**config.mk**
```make
export PLATFORM = sky130hd
export DESIGN_NAME = axi4l_regbank
export DESIGN_NICKNAME = d
export VERILOG_FILES = /design/src/rtl/axi4l_regbank.sv
export SDC_FILE = /design/constraint.sdc
export NUM_CORES = 1
export LEC_CHECK = 0
export ABC_AREA = 1
export CAP_MARGIN = 15
export CORE_ASPECT_RATIO = 1.75
export CORE_MARGIN = 4
export CORE_UTILIZATION = 41
export CTS_BUF_LIST = sky130_fd_sc_hd__clkbuf_4 sky130_fd_sc_hd__clkbuf_8
export DETAILED_ROUTE_END_ITERATION = 6
export MAX_ROUTING_LAYER = met4
export PLACE_DENSITY = 0.83
export SYNTH_ARGS = -nofsm -noshare
export SYNTH_HDL_FRONTEND = slang
export SYNTH_SLANG_ARGS = --single-unit
```
**constraint.sdc**
```tcl
create_clock -name clk -period 1.8 [get_ports clk]
set_clock_uncertainty 0.05 [all_clocks]
set_input_delay 0.54 -clock clk [delete_from_list [all_inputs] [get_ports clk]]
set_output_delay 0.54 -clock clk [all_outputs]
set_load 0.01 [all_outputs]
```
**src/rtl/axi4l_regbank.sv**
```systemverilog
// rtl/axi4l_regbank.sv - AXI4-Lite slave register bank with byte strobes and per-reg user strobes.
// Optional IE/IS interrupt registers when AXI4L_REGBANK_INTR_EN is defined.
module axi4l_regbank #(
  parameter int                 NREG    = 4,
  parameter logic [NREG-1:0]    RO_MASK = '0,
  parameter logic [NREG*32-1:0] RST_VAL = '0,
  parameter int                 NIRQ    = 1,
  localparam int                AW      = $clog2(NREG+2)+2
) (
  input  logic               clk,
  input  logic               rst_n,
  input  logic [AW-1:0]      s_axi_awaddr,
  input  logic [2:0]         s_axi_awprot,
  input  logic               s_axi_awvalid,
  output logic               s_axi_awready,
  input  logic [31:0]        s_axi_wdata,
  input  logic [3:0]         s_axi_wstrb,
  input  logic               s_axi_wvalid,
  output logic               s_axi_wready,
  output logic [1:0]         s_axi_bresp,
  output logic               s_axi_bvalid,
  input  logic               s_axi_bready,
  input  logic [AW-1:0]      s_axi_araddr,
  input  logic [2:0]         s_axi_arprot,
  input  logic               s_axi_arvalid,
  output logic               s_axi_arready,
  output logic [31:0]        s_axi_rdata,
  output logic [1:0]         s_axi_rresp,
  output logic               s_axi_rvalid,
  input  logic               s_axi_rready,
  output logic [NREG*32-1:0] usr_regs,
  input  logic [NREG*32-1:0] usr_rdval,
  output logic [NREG-1:0]    usr_wr,
  output logic [NREG-1:0]    usr_rd,
  input  logic [NIRQ-1:0]    irq_evt,
  output logic               intr
);

  localparam int IW = AW-2;

  logic            rst_done;
  logic            aw_full, w_full;
  logic [IW-1:0]   aw_idx;
  logic [31:0]     w_data;
  logic [3:0]      w_strb;
  logic [31:0]     wmask;
  logic [31:0]     reg_q [NREG];
  logic            commit, ar_hs, wr_ok, rd_ok;
  logic [IW-1:0]   ar_idx;
  logic [NREG-1:0] wr_sel, rd_sel;
  logic [31:0]     rd_val;
  logic            intr_wr_hit, intr_rd_hit;
  logic [31:0]     intr_rd_val;

  assign s_axi_awready = rst_done & ~aw_full;
  assign s_axi_wready  = rst_done & ~w_full;
  assign s_axi_arready = rst_done & ~s_axi_rvalid;
  assign ar_idx        = s_axi_araddr[AW-1:2];
  assign ar_hs         = s_axi_arvalid & s_axi_arready;
  assign commit        = aw_full & w_full & (~s_axi_bvalid | s_axi_bready);
  assign wmask         = {{8{w_strb[3]}}, {8{w_strb[2]}}, {8{w_strb[1]}}, {8{w_strb[0]}}};

  always_comb begin
    wr_sel = '0;
    rd_sel = '0;
    rd_val = intr_rd_val;
    for (int i = 0; i < NREG; i++) begin
      if (aw_idx == IW'(i) && !RO_MASK[i]) wr_sel[i] = 1'b1;
      if (ar_idx == IW'(i)) begin
        rd_sel[i] = 1'b1;
        rd_val    = RO_MASK[i] ? usr_rdval[32*i +: 32] : reg_q[i];
      end
    end
    wr_ok  = (|wr_sel) | intr_wr_hit;
    rd_ok  = (|rd_sel) | intr_rd_hit;
    usr_wr = commit ? wr_sel : '0;
    usr_rd = ar_hs ? rd_sel : '0;
    for (int i = 0; i < NREG; i++) usr_regs[32*i +: 32] = reg_q[i];
  end

  always_ff @(posedge clk or negedge rst_n) begin
    if (!rst_n) begin
      rst_done <= 1'b0;
      aw_full  <= 1'b0;
      w_full   <= 1'b0;
      aw_idx   <= '0;
      w_data   <= '0;
      w_strb   <= '0;
    end else begin
      rst_done <= 1'b1;
      if (commit) begin
        aw_full <= 1'b0;
        w_full  <= 1'b0;
      end else begin
        if (s_axi_awvalid && s_axi_awready) begin
          aw_full <= 1'b1;
          aw_idx  <= s_axi_awaddr[AW-1:2];
        end
        if (s_axi_wvalid && s_axi_wready) begin
          w_full <= 1'b1;
          w_data <= s_axi_wdata;
          w_strb <= s_axi_wstrb;
        end
      end
    end
  end

  // RO slots hold zero forever since their usr_wr bit can never assert
  always_ff @(posedge clk or negedge rst_n) begin
    if (!rst_n) begin
      for (int i = 0; i < NREG; i++) reg_q[i] <= RO_MASK[i] ? 32'h0 : RST_VAL[32*i +: 32];
    end else begin
      for (int i = 0; i < NREG; i++)
        if (usr_wr[i]) reg_q[i] <= (reg_q[i] & ~wmask) | (w_data & wmask);
    end
  end

  always_ff @(posedge clk or negedge rst_n) begin
    if (!rst_n) begin
      s_axi_bvalid <= 1'b0;
      s_axi_bresp  <= 2'b00;
    end else if (commit) begin
      s_axi_bvalid <= 1'b1;
      s_axi_bresp  <= wr_ok ? 2'b00 : 2'b10;
    end else if (s_axi_bready) begin
      s_axi_bvalid <= 1'b0;
    end
  end

  always_ff @(posedge clk or negedge rst_n) begin
    if (!rst_n) begin
      s_axi_rvalid <= 1'b0;
      s_axi_rdata  <= '0;
      s_axi_rresp  <= 2'b00;
    end else if (ar_hs) begin
      s_axi_rvalid <= 1'b1;
      s_axi_rdata  <= rd_ok ? rd_val : 32'h0;
      s_axi_rresp  <= rd_ok ? 2'b00 : 2'b10;
    end else if (s_axi_rready) begin
      s_axi_rvalid <= 1'b0;
    end
  end

`ifdef AXI4L_REGBANK_INTR_EN
  localparam logic [IW-1:0] IE_IDX = IW'(NREG);
  localparam logic [IW-1:0] IS_IDX = IW'(NREG+1);

  logic [NIRQ-1:0] ie_q, is_q, clr;

  assign intr_wr_hit = (aw_idx == IE_IDX) || (aw_idx == IS_IDX);
  assign intr_rd_hit = (ar_idx == IE_IDX) || (ar_idx == IS_IDX);
  assign intr_rd_val = (ar_idx == IE_IDX) ? 32'(ie_q) : (ar_idx == IS_IDX) ? 32'(is_q) : 32'h0;
  assign clr         = (commit && aw_idx == IS_IDX) ? (w_data[NIRQ-1:0] & wmask[NIRQ-1:0]) : '0;

  // New events take priority over a W1C clear landing in the same cycle
  always_ff @(posedge clk or negedge rst_n) begin
    if (!rst_n) begin
      ie_q <= '0;
      is_q <= '0;
      intr <= 1'b0;
    end else begin
      if (commit && aw_idx == IE_IDX)
        ie_q <= (ie_q & ~wmask[NIRQ-1:0]) | (w_data[NIRQ-1:0] & wmask[NIRQ-1:0]);
      is_q <= (is_q & ~clr) | irq_evt;
      intr <= |(ie_q & is_q);
    end
  end
`else
  logic unused_irq;
  assign unused_irq  = ^irq_evt;
  assign intr_wr_hit = 1'b0;
  assign intr_rd_hit = 1'b0;
  assign intr_rd_val = 32'h0;
  assign intr        = 1'b0;
`endif

  logic unused_ok;
  assign unused_ok = ^{s_axi_awprot, s_axi_arprot, s_axi_awaddr[1:0], s_axi_araddr[1:0], usr_rdval};

endmodule
```
# After elaboration in Yosys (flattened, before gate mapping)

Index checks and enable logic that the tools add are counted.

Multiplexer cells: 25
Reduce and logical (&&, ||, !) cells: 12
Bitwise gates (word level): 22
Eq/ne operators: 6

Operators by type and width:

| kind                                                            | count |
|---|---|
| 32-bit bitwise AND                                              | 5 |
| 32-bit 2-to-1 mux                                               | 5 |
| 32-bit OR                                                       | 4 |
| 32-bit inverter                                                 | 1 |
| 1-bit 2-to-1 mux                                                | 16 |
| 3-bit by 2-bit == test with 1-bit output, second input constant | 4 |
| 4-bit 2-to-1 mux                                                | 2 |
| 2-bit nonzero test                                              | 4 |
| 4-bit OR reduction                                              | 2 |
| 1-bit bitwise AND                                               | 6 |
| 3-bit by 1-bit == test with 1-bit output, second input constant | 2 |
| 3-bit logical NOT                                               | 2 |
| 1-bit inverter                                                  | 5 |
| 2-bit 2-to-1 mux                                                | 2 |
| 2-bit AND reduction                                             | 2 |
| 1-bit logical AND                                               | 2 |
| 1-bit OR                                                        | 1 |

Bits of input ports: 188
Word-level logic and storage cells: 80
Output and inout bits: 178
Bits in registers: 208

# Depth between registers and ports, before layout

Depth in word-level cells: 6
Gate-level depth with buffers: 9
Depth with buffers taken out: 7

# Worst setup path after synthesis

OpenSTA, ideal clock, no wires.

Path type: input to output
Start point: input port s_axi_bready
End point: output port usr_wr[0]
Path buffers: 1
Stages: 5
Data required time: 1.210 ns
Data arrival time: 1.515 ns
Setup slack: -0.305 ns
Path through: inv_1 > a21oi_4 > buf_8 > inv_1 > nor3_1

Cells in the longest elaborated chain, start to end: 3

Ends and longest elaborated chain:

| item               | line | RTL |
|---|---|---|
| start: declaration | 22   | `input logic s_axi_bready,` |
| 1-bit OR           | 60   | `assign commit = aw_full & w_full & (~s_axi_bvalid \| s_axi_bready);` |
| 1-bit bitwise AND  | 60   |  |
| 4-bit 2-to-1 mux   | 76   | `usr_wr = commit ? wr_sel : '0;` |
| end: declaration   | 33   | `output logic [NREG-1:0] usr_wr,` |

Every way passes these cells.

# Worst setup path in the final report

Start point: register w_full
End point: output port usr_wr[2]

Cells in the longest elaborated chain, start to end: 3

Ends and longest elaborated chain:

| item                           | line | RTL |
|---|---|---|
| start: declaration             | 42   | `logic aw_full, w_full;` |
| start signal: assignment       | 85   | `w_full <= 1'b0;` |
| start signal: assignment       | 93   | `w_full <= 1'b0;` |
| start signal: assignment       | 100  | `w_full <= 1'b1;` |
| 1-bit bitwise AND (2 in a row) | 60   |  |
| 4-bit 2-to-1 mux               | 76   |  |

Every way passes these cells.

==> out/qor.csv <==
stage,metric,value,unit
power,Comb power frac,37.5,%
setup_path,top fanout value on the critical path,4,
clocking,number of buffers between clock root and the deepest sink,3,
synth,synthesized-area fraction occupied by xor and xnor cells,0,%
sta,number of max-slew violations in the final report,0,
power,VDD IR-drop max,0.0009073,V
synth,share of synthesized area occupied by flip-flops and latches,55.41,%
setup_path,endpoint required time on the critical path,1210,ps
clocking,count of H-tree levels built during CTS,1,
synth,commonest register cell after synthesis,dfrtp_1,
die,core outline area,22250,sq um
power,net switching component of the power,6.518,mW
die,die height,207.3,um
place,hpwl dp,21.21,mm
die,initial cell density of the core,41.81,%
setup_path,Crit. End Element,primary output,
sta,RSZ-0062 raised after global routing,true,
synth,count of distinct cell types in the synthesized netlist,28,
place,DP Worst Slack,-939.3,ps
detailed_routing,routed vias/inst,5.172,
die,Cell Rows,72,
detailed_routing,First-pass DRT Iterations,5,
synth,main combinational cell family by area after synthesis,simple AND/OR/NAND/NOR gates,
sta,fin worst setup slack,-612.0,ps
power,Leak Pwr,7.193,nW
place,number of buffers added on ports,223,
synth,Synth async-reset ratio,100.0,%
setup_path,category of the most critical setup path,flop to primary output,
synth,synthesized area per cell,8.998,sq um
synth,Synth Warn #,0,
die,Die ar.,25260,sq um
setup_path,Worst EP arrival,1820,ps
sta,final worst path period need,2412,ps
clocking,Inserted Clock Buffers,30,
sta,setup violators final,13,
synth,cell count after synthesis,1034,
flow_run,max-capacitance violation count,0,
worst_hold_path,min-delay worst type,input pin to flop,
die,count of boundary I/O pins,366,
synth,cell area after synthesis,9304,sq um
setup_path,Worst setup SP type,flop,
synth,"EDFF count, synth",0,
synth,post-synthesis mux area share,0,%
global_routing,GRT Resource Usage Total,26.80,%
clocking,clock latency reported for the late side of the worst-skew pair,590,ps
power,internal portion of total power,11.49,mW
power,Flop pwr share,38.0,%
detailed_routing,drt wl/cell,18.77,um
power,Tot Pwr,18.01,mW
global_routing,first-pass GRT wire length,51.21,mm
clocking,Clock Sinks,206,
finish,number of non-filler instances in the completed layout,1764,
sta,worst hold slack across all endpoints,203.1,ps
finish,share of post-route cells with drive strength above 1,39.62,%
detailed_routing,DRT Wirelength,33.11,mm
outcome,status,"finished, violations left",
sta,Max Clk Rate,414.6,MHz
detailed_routing,count of vias placed by the detailed router,9124,
detailed_routing,starting DRC count in detailed routing,716,
clocking,TritonCTS clock tree,built,
finish,synthesis-to-layout area growth,46.01,%
power,power density of the placed cells,1326,nW/um^2
synth,"share of synthesized cell area in full adder, half adder and majority cells",0,%
synth,fraction of the mapped netlist area in compound gates,12.92,%
global_routing,antenna violations before repair,3,
place,Placer Congestion,0.8406,
power,Clk network pwr share,24.5,%
sta,final worst-path cycle share,134.0,%
power,switching part of the total power,36.20,%
global_routing,vias in the first global route,9403,
place,count of placed standard cells including taps,1575,
detailed_routing,number of DRC violations after detailed routing,0,
synth,post-synthesis register bit count,206,
detailed_routing,Routed Antenna Nets,0,
global_routing,total global routing overflow,0,
die,die outline width,121.9,um
sta,"Hold Violations, Final",0,
clocking,clock transition at the registers of the reported paths,70,ps
finish,number of nets at the end of the flow,1632,
clocking,master cell of the clock root buffer,clkbuf_8,
outcome,violated checks,negative setup slack,
global_routing,largest net degree at the start of global routing,50,
synth,simple-gate share of the synthesized area,25.47,%
## area by class of cell
cell class	count	area, sq um
Fill cell	1822	8667
Sequential cell	206	5155
Multi-Input combinational cell	710	3754
Timing Repair Buffer	430	3327
Clock buffer	44	568.0
Tap cell	296	370.4
Inverter	66	257.7
Clock inverter	8	142.6
Antenna cell	4	10.01
## kinds of logic (layout without fill, tap and decap cells)
family,Yosys count,in the layout
buf+inv,120,548
other cells,2,8
compound gates,178,178
simple gates,528,528
flops,206,206
## worst paths after layout
check	cells past startpoint	slack [ps]	startpoint	end
max in group asynchronous	3	680	rst_n	async pin
setup reg to reg	10	40	rst_done	s_axi_rdata[12]
setup / recovery	6	-610	w_full	usr_wr[2]
min in group asynchronous	2	410	rst_n	aw_idx[2]
hold reg to reg	2	430	s_axi_rdata[24]	s_axi_rdata[24]
hold / removal	4	200	s_axi_bready	s_axi_bvalid
## power by group through the flow
stage | clock, mW | sequential, mW | combinational [mW]
after detailed placement | 0 | 7.08 | 6.10
after CTS | 4.46 | 6.80 | 6.61
after floorplan | 0 | 7.35 | 2.58
after global placement | 0 | 7.03 | 5.92
after global routing | 4.67 | 6.98 | 7.32
final | 4.41 | 6.83 | 6.76
## layer usage
metal / wire [um] / global-route usage [%]
met5: 0 / -
met4: 2010 / 15.47
met3: 2173 / 3.408
met2: 16950 / 44.98
met1: 11980 / 30.37
## through the flow
step	TNS (ps)	instance area [sq um]	util [%]
floorplan	-983.1	9423	-
global route	-5882	13580	61.04
global placement	-70750	12490	56.13
finish	-4883	13580	61.05
CTS	-4780	13510	60.70
detailed placement	-77060	12490	56.13
## worst max-delay path, cell delays in order, from the launching register on
cell and delay, ps:
dfrtp_1 360, nand2_2 80, a21oi_4 150, clkinvlp_4 180, buf_6 170, nor3_2 140, buf_2 150
## cells in the final DEF (no fill, tap or decap), types with 5 or more instances in the layout
cell type,count
nand2_1,289
dfrtp_1,206
buf_4,171
buf_2,158
nor2_1,95
nand3_1,87
o21ai_2,80
inv_1,58
o21ai_1,48
clkdlybuf4s50_1,42
clkbuf_8,39
a21oi_1,35
buf_6,21
buf_12,20
nand2_2,17
o21ai_0,14
nand3_4,11
nor2_4,10
clkdlybuf4s15_2,7
nor3_4,6
nand3_2,6
clkbuf_4,6
inv_2,5
## synthesized netlist by cell type (2+ instances only)
master    number  area, sq um
buf_1          2        7.510
nand3_1       88        440.4
nand2_2       14        87.58
nor2_2         2        12.51
nor4_1         2        12.51
inv_1         62        232.7
a21oi_1       35        175.2
clkbuf_1      23        86.33
buf_4          3        22.52
dfrtp_1      206         5155
o21ai_0       14        70.07
nor2_1       103        386.6
nor3_1         5        25.02
nor3_4         3        48.80
buf_6         10        112.6
nand2_1      293         1100
o21ai_1       48        240.2
o21ai_2       80        700.7
inv_2          3        11.26
nand3_2        6        60.06
buf_2         15        75.07
conb_1         2        7.510
nand3_4       10        175.2
## repair_timing
item / CTS / global route
buffers inserted: 118 / 14
cloned: 1 / 0
setup endpoints to repair: 191 / 49
pin swaps: 4 / 5
hold buffers: 1 / 0
hold endpoints to repair: 39 / 0
gates resized for setup: 708 / 33
Note: power is estimated with default switching activity, not from simulation.
